[src/rtl/block_window_loader.sv]
// Keeps the 12 nearest upcoming beat-map blocks (slot 0 = nearest) and publishes them once per frame.
// The update runs expire -> fetch -> publish, and the output arrays change only in the publish cycle.
module block_window_loader #(
   parameter int NUM_SLOTS   = 12,
   parameter int NUM_RECORDS = 1024,
   parameter int ADDR_W      = 10,
   parameter int LOOKAHEAD   = 4096,
   parameter int EXPIRE      = 256
) (
   input  logic                   clk_in,
   input  logic                   rst_in,
   input  logic [17:0]            curr_time_in,
   input  logic                   frame_start_in,
   output logic [ADDR_W-1:0]      rec_addr_out,
   input  logic [47:0]            rec_data_in,
   output logic [11:0][11:0]      block_x_out,
   output logic [11:0][11:0]      block_y_out,
   output logic [11:0][13:0]      block_z_out,
   output logic [11:0]            block_color_out,
   output logic [11:0][2:0]       block_direction_out,
   output logic [11:0]            block_visible_out,
   output logic                   busy_out,
   output logic                   done_out
);

   typedef enum logic [2:0] {
      S_IDLE, S_EXPIRE, S_FETCH, S_WAIT1, S_WAIT2, S_CHECK, S_PUBLISH
   } state_t;

   typedef struct packed {
      logic [17:0] t;
      logic [11:0] x;
      logic [11:0] y;
      logic        color;
      logic [2:0]  dir;
      logic        vld;
   } slot_t;

   localparam logic [ADDR_W:0] LAST_ADDR = (ADDR_W+1)'(NUM_RECORDS);
   localparam logic [3:0]      FULL_CNT  = 4'(NUM_SLOTS);

   state_t              state_q, state_d;
   logic [17:0]         t_q, t_d;
   slot_t               slots_q [NUM_SLOTS];
   slot_t               slots_d [NUM_SLOTS];
   logic [3:0]          cnt_q, cnt_d;
   logic [ADDR_W:0]     next_q, next_d;
   logic [ADDR_W-1:0]   addr_q, addr_d;
   logic                pub;

   logic [18:0]         t19, rt19;
   logic                head_expired, rec_expired, rec_in_range;
   logic                unused_rec_bits;

   assign unused_rec_bits = ^rec_data_in[1:0];

   // All time comparisons are widened to 19 bits so the additions cannot wrap.
   assign t19          = {1'b0, t_q};
   assign rt19         = {1'b0, rec_data_in[47:30]};
   assign head_expired = slots_q[0].vld && (t19 > ({1'b0, slots_q[0].t} + 19'(EXPIRE)));
   assign rec_expired  = t19 > (rt19 + 19'(EXPIRE));
   assign rec_in_range = rt19 <= (t19 + 19'(LOOKAHEAD));

   always_comb begin
      state_d = state_q;
      t_d     = t_q;
      cnt_d   = cnt_q;
      next_d  = next_q;
      addr_d  = addr_q;
      pub     = 1'b0;
      for (int i = 0; i < NUM_SLOTS; i++) slots_d[i] = slots_q[i];

      case (state_q)
         S_IDLE: begin
            if (frame_start_in) begin
               t_d     = curr_time_in;
               state_d = S_EXPIRE;
            end
         end
         S_EXPIRE: begin
            if (head_expired) begin
               for (int i = 0; i < NUM_SLOTS - 1; i++) slots_d[i] = slots_q[i+1];
               slots_d[NUM_SLOTS-1] = '0;
               cnt_d = cnt_q - 4'd1;
            end else begin
               state_d = S_FETCH;
            end
         end
         S_FETCH: begin
            if (cnt_q == FULL_CNT || next_q == LAST_ADDR) begin
               state_d = S_PUBLISH;
            end else begin
               addr_d  = next_q[ADDR_W-1:0];
               state_d = S_WAIT1;
            end
         end
         S_WAIT1: state_d = S_WAIT2;
         S_WAIT2: state_d = S_CHECK;
         S_CHECK: begin
            if (rec_expired) begin
               next_d  = next_q + (ADDR_W+1)'(1);
               state_d = S_FETCH;
            end else if (rec_in_range) begin
               for (int i = 0; i < NUM_SLOTS; i++) begin
                  if (cnt_q == 4'(i)) begin
                     slots_d[i] = '{t: rec_data_in[47:30], x: rec_data_in[29:18],
                                    y: rec_data_in[17:6], color: rec_data_in[5],
                                    dir: rec_data_in[4:2], vld: 1'b1};
                  end
               end
               cnt_d   = cnt_q + 4'd1;
               next_d  = next_q + (ADDR_W+1)'(1);
               state_d = S_FETCH;
            end else begin
               // Too far ahead: leave next_q pointing at it so the next frame retries it.
               state_d = S_PUBLISH;
            end
         end
         S_PUBLISH: begin
            pub     = 1'b1;
            state_d = S_IDLE;
         end
         default: state_d = S_IDLE;
      endcase
   end

   logic [11:0][13:0] z_calc;

   always_comb begin : z_sat
      logic signed [18:0] diff;
      diff   = '0;
      z_calc = '0;
      for (int i = 0; i < NUM_SLOTS; i++) begin
         diff = $signed({1'b0, slots_q[i].t}) - $signed(t19);
         if (!slots_q[i].vld)        z_calc[i] = '0;
         else if (diff > 19'sd8191)  z_calc[i] = 14'h1FFF;
         else if (diff < -19'sd8192) z_calc[i] = 14'h2000;
         else                        z_calc[i] = diff[13:0];
      end
   end

   always_ff @(posedge clk_in or posedge rst_in) begin
      if (rst_in) begin
         state_q             <= S_IDLE;
         t_q                 <= '0;
         cnt_q               <= '0;
         next_q              <= '0;
         addr_q              <= '0;
         for (int i = 0; i < NUM_SLOTS; i++) slots_q[i] <= '0;
         block_x_out         <= '0;
         block_y_out         <= '0;
         block_z_out         <= '0;
         block_color_out     <= '0;
         block_direction_out <= '0;
         block_visible_out   <= '0;
      end else begin
         state_q <= state_d;
         t_q     <= t_d;
         cnt_q   <= cnt_d;
         next_q  <= next_d;
         addr_q  <= addr_d;
         for (int i = 0; i < NUM_SLOTS; i++) slots_q[i] <= slots_d[i];
         if (pub) begin
            block_z_out <= z_calc;
            for (int i = 0; i < NUM_SLOTS; i++) begin
               block_x_out[i]         <= slots_q[i].vld ? slots_q[i].x   : 12'd0;
               block_y_out[i]         <= slots_q[i].vld ? slots_q[i].y   : 12'd0;
               block_color_out[i]     <= slots_q[i].vld & slots_q[i].color;
               block_direction_out[i] <= slots_q[i].vld ? slots_q[i].dir : 3'd0;
               block_visible_out[i]   <= slots_q[i].vld;
            end
         end
      end
   end

   assign rec_addr_out = addr_q;
   assign busy_out     = (state_q != S_IDLE);
   assign done_out     = (state_q == S_PUBLISH);

endmodule

[config.mk]
export PLATFORM = sky130hd
export DESIGN_NAME = block_window_loader
export DESIGN_NICKNAME = d
export VERILOG_FILES = /design/src/rtl/block_window_loader.sv
export SDC_FILE = /design/constraint.sdc
export NUM_CORES = 2
export LEC_CHECK = 0
export BUFFER_PORTS_ARGS = -buffer_cell sky130_fd_sc_hd__clkbuf_2
export CORE_MARGIN = 2
export CORE_UTILIZATION = 33
export CTS_CLUSTER_DIAMETER = 80
export CTS_CLUSTER_SIZE = 16
export DETAILED_ROUTE_END_ITERATION = 7
export GPL_TIMING_DRIVEN = 0
export PLACE_DENSITY = 0.5
export SLEW_MARGIN = 20
export SYNTH_ARGS = -nofsm -noshare
export SYNTH_HDL_FRONTEND = slang
export SYNTH_SLANG_ARGS = --single-unit
export TNS_END_PERCENT = 30
[constraint.sdc]
create_clock -name clk_in -period 54 [get_ports clk_in]
set_clock_uncertainty 0.05 [all_clocks]
set_input_delay 5.4 -clock clk_in [delete_from_list [all_inputs] [get_ports clk_in]]
set_output_delay 5.4 -clock clk_in [all_outputs]
set_load 0.01 [all_outputs]
# Yosys cells after proc, flatten, opt, wreduce, memory -nomap -nowiden
# Index checks and enable logic that the tools add are counted.
[word_totals]
inputBits = 69
latchBits = 0
memories = 0
word_cells = 346
output_inout_bits = 528
reg_bits = 1126
rom_bits = 0
ramBits = 0
[classes]
bitwise_logic = 13
n_lt_le_gt_ge = 27
reduce_logical = 24
muxes = 101
div = 0
n_eq_ne = 36
add_sub_neg = 18
n_mul = 0
n_shift = 0
[ops]
columns = ["cell", "n"]
rows = [
  ["564-bit 2-to-1 mux", 3],
  ["564-bit one-hot mux with 2 select lines", 1],
  ["47-bit 2-to-1 mux", 12],
  ["14-bit 2-to-1 mux", 36],
  ["12-bit 2-to-1 mux", 24],
  ["19-bit by 14-bit > comparator with 1-bit output (second input constant)", 12],
  ["19-bit by 14-bit less-than comparator with 1-bit output (second input constant)", 12],
  ["18-bit by 18-bit subtractor with 19-bit output", 12],
  ["5-bit AND reduction", 12],
  ["3-bit 2-to-1 mux", 17],
  ["18-bit by 9-bit adder with 19-bit output (second input constant)", 2],
  ["18-bit by 19-bit > comparator with 1-bit output", 2],
  ["2-bit inequality test (second input constant)", 17],
  ["11-bit 2-to-1 mux", 2],
  ["4-bit equality test (second input constant)", 5],
  ["18-bit by 13-bit adder with 19-bit output (second input constant)", 1],
  ["18-bit by 19-bit less-or-equal comparator with 1-bit output", 1],
  ["3-bit one-hot mux with 6 select lines", 1],
  ["4-bit by 3-bit equality test with 1-bit output (second input constant)", 4],
  ["1-bit bitwise AND", 12],
  ["4-bit 2-to-1 mux", 3],
  ["11-bit by 1-bit adder with 11-bit output (second input constant)", 1],
  ["11-bit equality test (second input constant)", 1],
  ["3-bit equality test (second input constant)", 3],
  ["17 further kinds", 23],
]

# Logic depth before layout (Yosys ltp)
[depth]
depth_word = 5
mapped_depth = 19
ltp_nobuf = 15

# Least setup slack after synthesis
# OpenSTA, ideal clock, no wires.
[synth_path]
path_type = "input-to-reg"
startpoint = "input rec_data_in[41]"
endpoint = "register slots_q[1] (netlist name)"
setup_time_ns = 0.125
cell_stages = 16
arrival_ns = 8.251
required_ns = 53.825
n_path_buf = 3
slack_ns = 45.574
path_cell_list = "and3_1 > and2_1 > and3_1 > nand2_1 > xor2_1 > ha_1 > a21o_1 > a21oi_1 > o2111ai_1 > o2111ai_1 > a21oi_1 > buf_2 > a21oi_1 > buf_2 > buf_2 > mux2_2"
[synth_between]
elab_chain_len = 4
word_cells_on_any_way = 6
classes_between = "add/sub (1); order compare (2); eq/ne (2); reduce/logical (1)"
[synth_lines]
columns = ["item", "line", "text"]
rows = [
  ["start, declared", "15", "input logic [47:0] rec_data_in,"],
  ["18-bit by 9-bit adder with 19-bit output", "61", "assign rec_expired = t19 > (rt19 + 19'(EXPIRE));"],
  ["18-bit by 19-bit > comparator with 1-bit output", "61", ""],
  ["2-bit inequality test (no source line)", "-", ""],
  ["5-bit AND reduction (no source line) *", "-", ""],
]
# Mark *: on every way between the ends. The rest lies on a longest branch, timed or not.
# A chain may end at the register's enable or synchronous reset.

# Worst setup path in the final report
[layout_path]
startpoint = "register state_q[1]"
endpoint = "output done_out"
[layout_between]
elab_chain_len = 1
[layout_lines]
columns = ["item", "line", "text"]
rows = [
  ["start, declared", "42", "state_t state_q, state_d;"],
  ["start signal, assigned", "157", "state_q <= state_d;"],
  ["3-bit equality test", "178", "assign done_out = (state_q == S_PUBLISH);"],
  ["end, declared", "23", "output logic done_out"],
]
# No other way between the ends.

==> results.tsv <==
stage	metric	value	unit
clocking	clock buffer depth	3	
route	final wirelength	226	mm
route	DRC errors left	0	
sta	actual slew at the worst max-slew pin	1.21	ns
die	I/O Pins	597	
setup_path	R2R depth	14	
synth	FFs w/ async S/R, synth	100	%
sta	final hold slack	0.415	ns
grt	vias in the first global route	49400	
synth	syn nets	6698	
placed_design	Cells after DPL	9257	
route	DRT Pass-1 Iters	6	
setup_path	worst r2r src	t_q[1]$_DFFE_PP0P_	
clocking	Post-CTS Setup Bufs	0	
setup_path	CP arrival	4.36	ns
synth	Synth top area share	49.3	%
grt	gr ovfl total	0	
synth	top-count cell post-synth	dfrtp_1	
route	via-per-instance ratio	5.30	
die	Starting Density	33.3	%
power_and_ir_drop	Overall Power	5.14	mW
grt	first-pass GRT wire length	328	mm
sta	Worst Slack Setup Final	44.19	ns
clocking	clock-pin transition on the worst setup and hold timing paths	0.07	ns
sta	period utilisation layout	18.2	%
route	ANT nets after route	0	
route	Starting DRT DRC Count	3762	
grt	total track usage	25.1	%
cells_and_area	Nets	7402	
setup_path	startpoint class of the critical path	register	
cells_and_area	fillers	18000	
synth	synthesized area per cell	9.02	sq um
synth	Post-Syn Instances	6338	
synth	Synth Cell Area	57200	sq um
sta	worst rel slew slack	19.4	%
synth	Post-synth top cells	dfrtp_1, nand2_1, a21oi_1, o21ai_0, nor2_1	
placed_design	DP HPWL	183	mm
setup_path	Setup crit end	done_out	
die	Die ar.	177000	sq um
sta	post-route setup TNS	0	ns
setup_path	worst reg2reg endpoint	slots_q[123]$_DFFE_PP0P_	
synth	Ys Warns	0	
clocking	Worst-Skew Late Latency	0.73	ns
die	chip width	420	microns
grt	initial antenna violation count	5	
clocking	# hold bufs at CTS	0	
clocking	htree depth	3	
synth	Most used DFF post-synth	dfrtp_1	
synth	top post-synthesis cells by area	dfrtp_1, a21oi_1, nand2_1	
placed_design	GPL Wtd Cong	0.930	
cells_and_area	area grow syn2layout	16.1	%
sta	Slew Viols, Final	0	
power_and_ir_drop	pwr dens	77.5	nW/um^2
sta	RSZ-0062 raised after global routing	no	
run_status	status	completed	
setup_path	Worst Setup End Kind	primary output	
synth	sequential cell area fraction in the yosys report	49.3	%
setup_path	Critical Path Start	state_q[1]$_DFFE_PP0P_	
setup_path	Reg2Reg Setup Slack	48.34	ns
die	Die H	420	microns
sta	final hold vios	0	
cells_and_area	Cell Count, Final, Fillers Out	9403	
sta	fmax	102	MHz
placed_design	PortBufs	594	
synth	leading area contributor after synthesis	dfrtp_1	
route	wire per inst	24.1	microns
synth	FF+latch count, synth	1126	
sta	Final setup viols	0	
grt	largest net degree at the start of global routing	101	
placed_design	pre-CTS setup slack	43.89	ns
sta	post-layout minimum cycle time	9.81	ns
power_and_ir_drop	VDD IR-drop max	32.1	uV
route	vias	49800	
job	maxcap violations	0	
die	Cell Rows	152	
setup_path	CP required	48.55	ns
cells_and_area	share of cells above drive strength 1	12.8	%
setup_path	Crit Path Max Fanout	11	
synth	Yosys cell types	93	
clocking	TritonCTS clock tree	built	
die	core area	172000	sq um
power_and_ir_drop	P_leak	31.0	nW
clocking	Sink Count	1126	
clocking	CTS buffer count	93	
setup_path	CP Class	reg2out	
clocking	Root Buffer	clkbuf_16	
synth	number of synthesized flops with an enable pin	0	
hold_path	HP Class	reg2reg	
clocking	post-cts sizing count	0	
==> layer usage <==
layer  vias to the layer above  global-route usage (%)  part of all wire (%)  routed length [microns]
li1                      23500                       -                     -                        -
met1                     24700                    32.1                    42                    94600
met2                      1278                    42.4                    48                   110000
met3                       300                    3.07                   4.7                    10600
met4                         2                    11.0                   5.0                    11300
met5                         -                       0                0.0035                        8
==> flip-flops by register name (all words and copies together), names as in the netlist, 11 cells and up <==
register,count
slots_q,564
block_y_out,144
block_visible_out,12
block_z_out,168
t_q,18
next_q,11
block_color_out,12
block_x_out,144
block_direction_out,36
==> worst min-delay path by stage <==
stage / startpoint / end / slack (ns) / cells after the start
final: block_z_out[21]$_DFFE_PP0P_ / block_z_out[21]$_DFFE_PP0P_ / 0.42 / 2
after global routing: block_z_out[20]$_DFFE_PP0P_ / block_z_out[20]$_DFFE_PP0P_ / 0.44 / 2
after detailed placement: block_z_out[21]$_DFFE_PP0P_ / block_z_out[21]$_DFFE_PP0P_ / 0.41 / 2
after floorplan: next_q[10]$_DFFE_PP0P_ / next_q[10]$_DFFE_PP0P_ / 0.39 / 1
after global placement: block_z_out[21]$_DFFE_PP0P_ / block_z_out[21]$_DFFE_PP0P_ / 0.40 / 2
after CTS: block_z_out[21]$_DFFE_PP0P_ / block_z_out[21]$_DFFE_PP0P_ / 0.42 / 2
==> layout make-up <==
type | instances | area [sq um] | area share [%]
clock inverter | 39 | 484 | 0.729
clock buffer | 101 | 2420 | 3.64
buffer | 415 | 1670 | 2.52
sequential | 1126 | 28200 | 42.4
multi-input combinational | 4664 | 26900 | 40.5
timing repair buffer | 609 | 3360 | 5.06
tap | 2310 | 2890 | 4.35
inverter | 133 | 507 | 0.763
antenna | 6 | 15.0 | 0.0226
==> cells by family after synthesis <==
| kind of cell | after synthesis | synth area share [%] |
|---|---|---|
| adder cells (fa/ha/maj) | 291 | 6.52 |
| flip-flops | 1126 | 49.3 |
| AO/OA/AOI/OAI | 2171 | 22.0 |
| multiplexers | 60 | 1.17 |
| XOR/XNOR | 190 | 2.91 |
| buffers and inverters | 548 | 3.78 |
| AND/OR/NAND/NOR | 1952 | 14.4 |
==> cell usage in the layout, fill, tap and decap left out, types with 24 or more instances in the layout <==
cell       Yosys  routed
dfrtp_1     1126    1125
nand2_1     1059    1059
a21oi_1     1056    1055
clkbuf_2       0     601
o21ai_0      589     589
nor2_1       525     525
clkbuf_1     336     333
ha_1         279     279
inv_1        133     132
xnor2_1      130     130
a221o_1       97      97
clkbuf_16      0      94
a21o_1        84      84
buf_2         63      63
xor2_1        60      60
nand3_1       60      60
o21a_1        55      55
and2_1        54      54
mux2_2        54      54
nor2b_1       45      45
nor3_1        42      42
nand2b_1      38      38
o21ai_1       37      37
nand4_1       30      30
a211oi_1      26      26
a22oi_1       24      24
==> metrics by stage <==
| stage | cell area [sq um] | util (%) |
|---|---|---|
| detailed placement | 63500 | 36.9 |
| CTS | 66400 | 38.6 |
| floorplan | 57200 | - |
| global route | 66400 | 38.6 |
| finish | 66400 | 38.6 |
| global placement | 63000 | 36.7 |
==> report_power, final <==
part	total, mW	leakage, nW	internal, mW	switching, mW
combinational	2.87	15.8	1.06	1.81
clock	0.699	1.41	0.347	0.352
sequential	1.57	13.8	1.22	0.354
==> worst max-delay path: stages, from the launching register on <==
cell and delay (ns):
dfrtp_1 0.34, clkbuf_1 0.30, nand3b_1 0.50, inv_1 0.66, clkbuf_1 0.90, clkbuf_2 0.62, clkbuf_2 0.24
(Power assumes the default switching activity.)
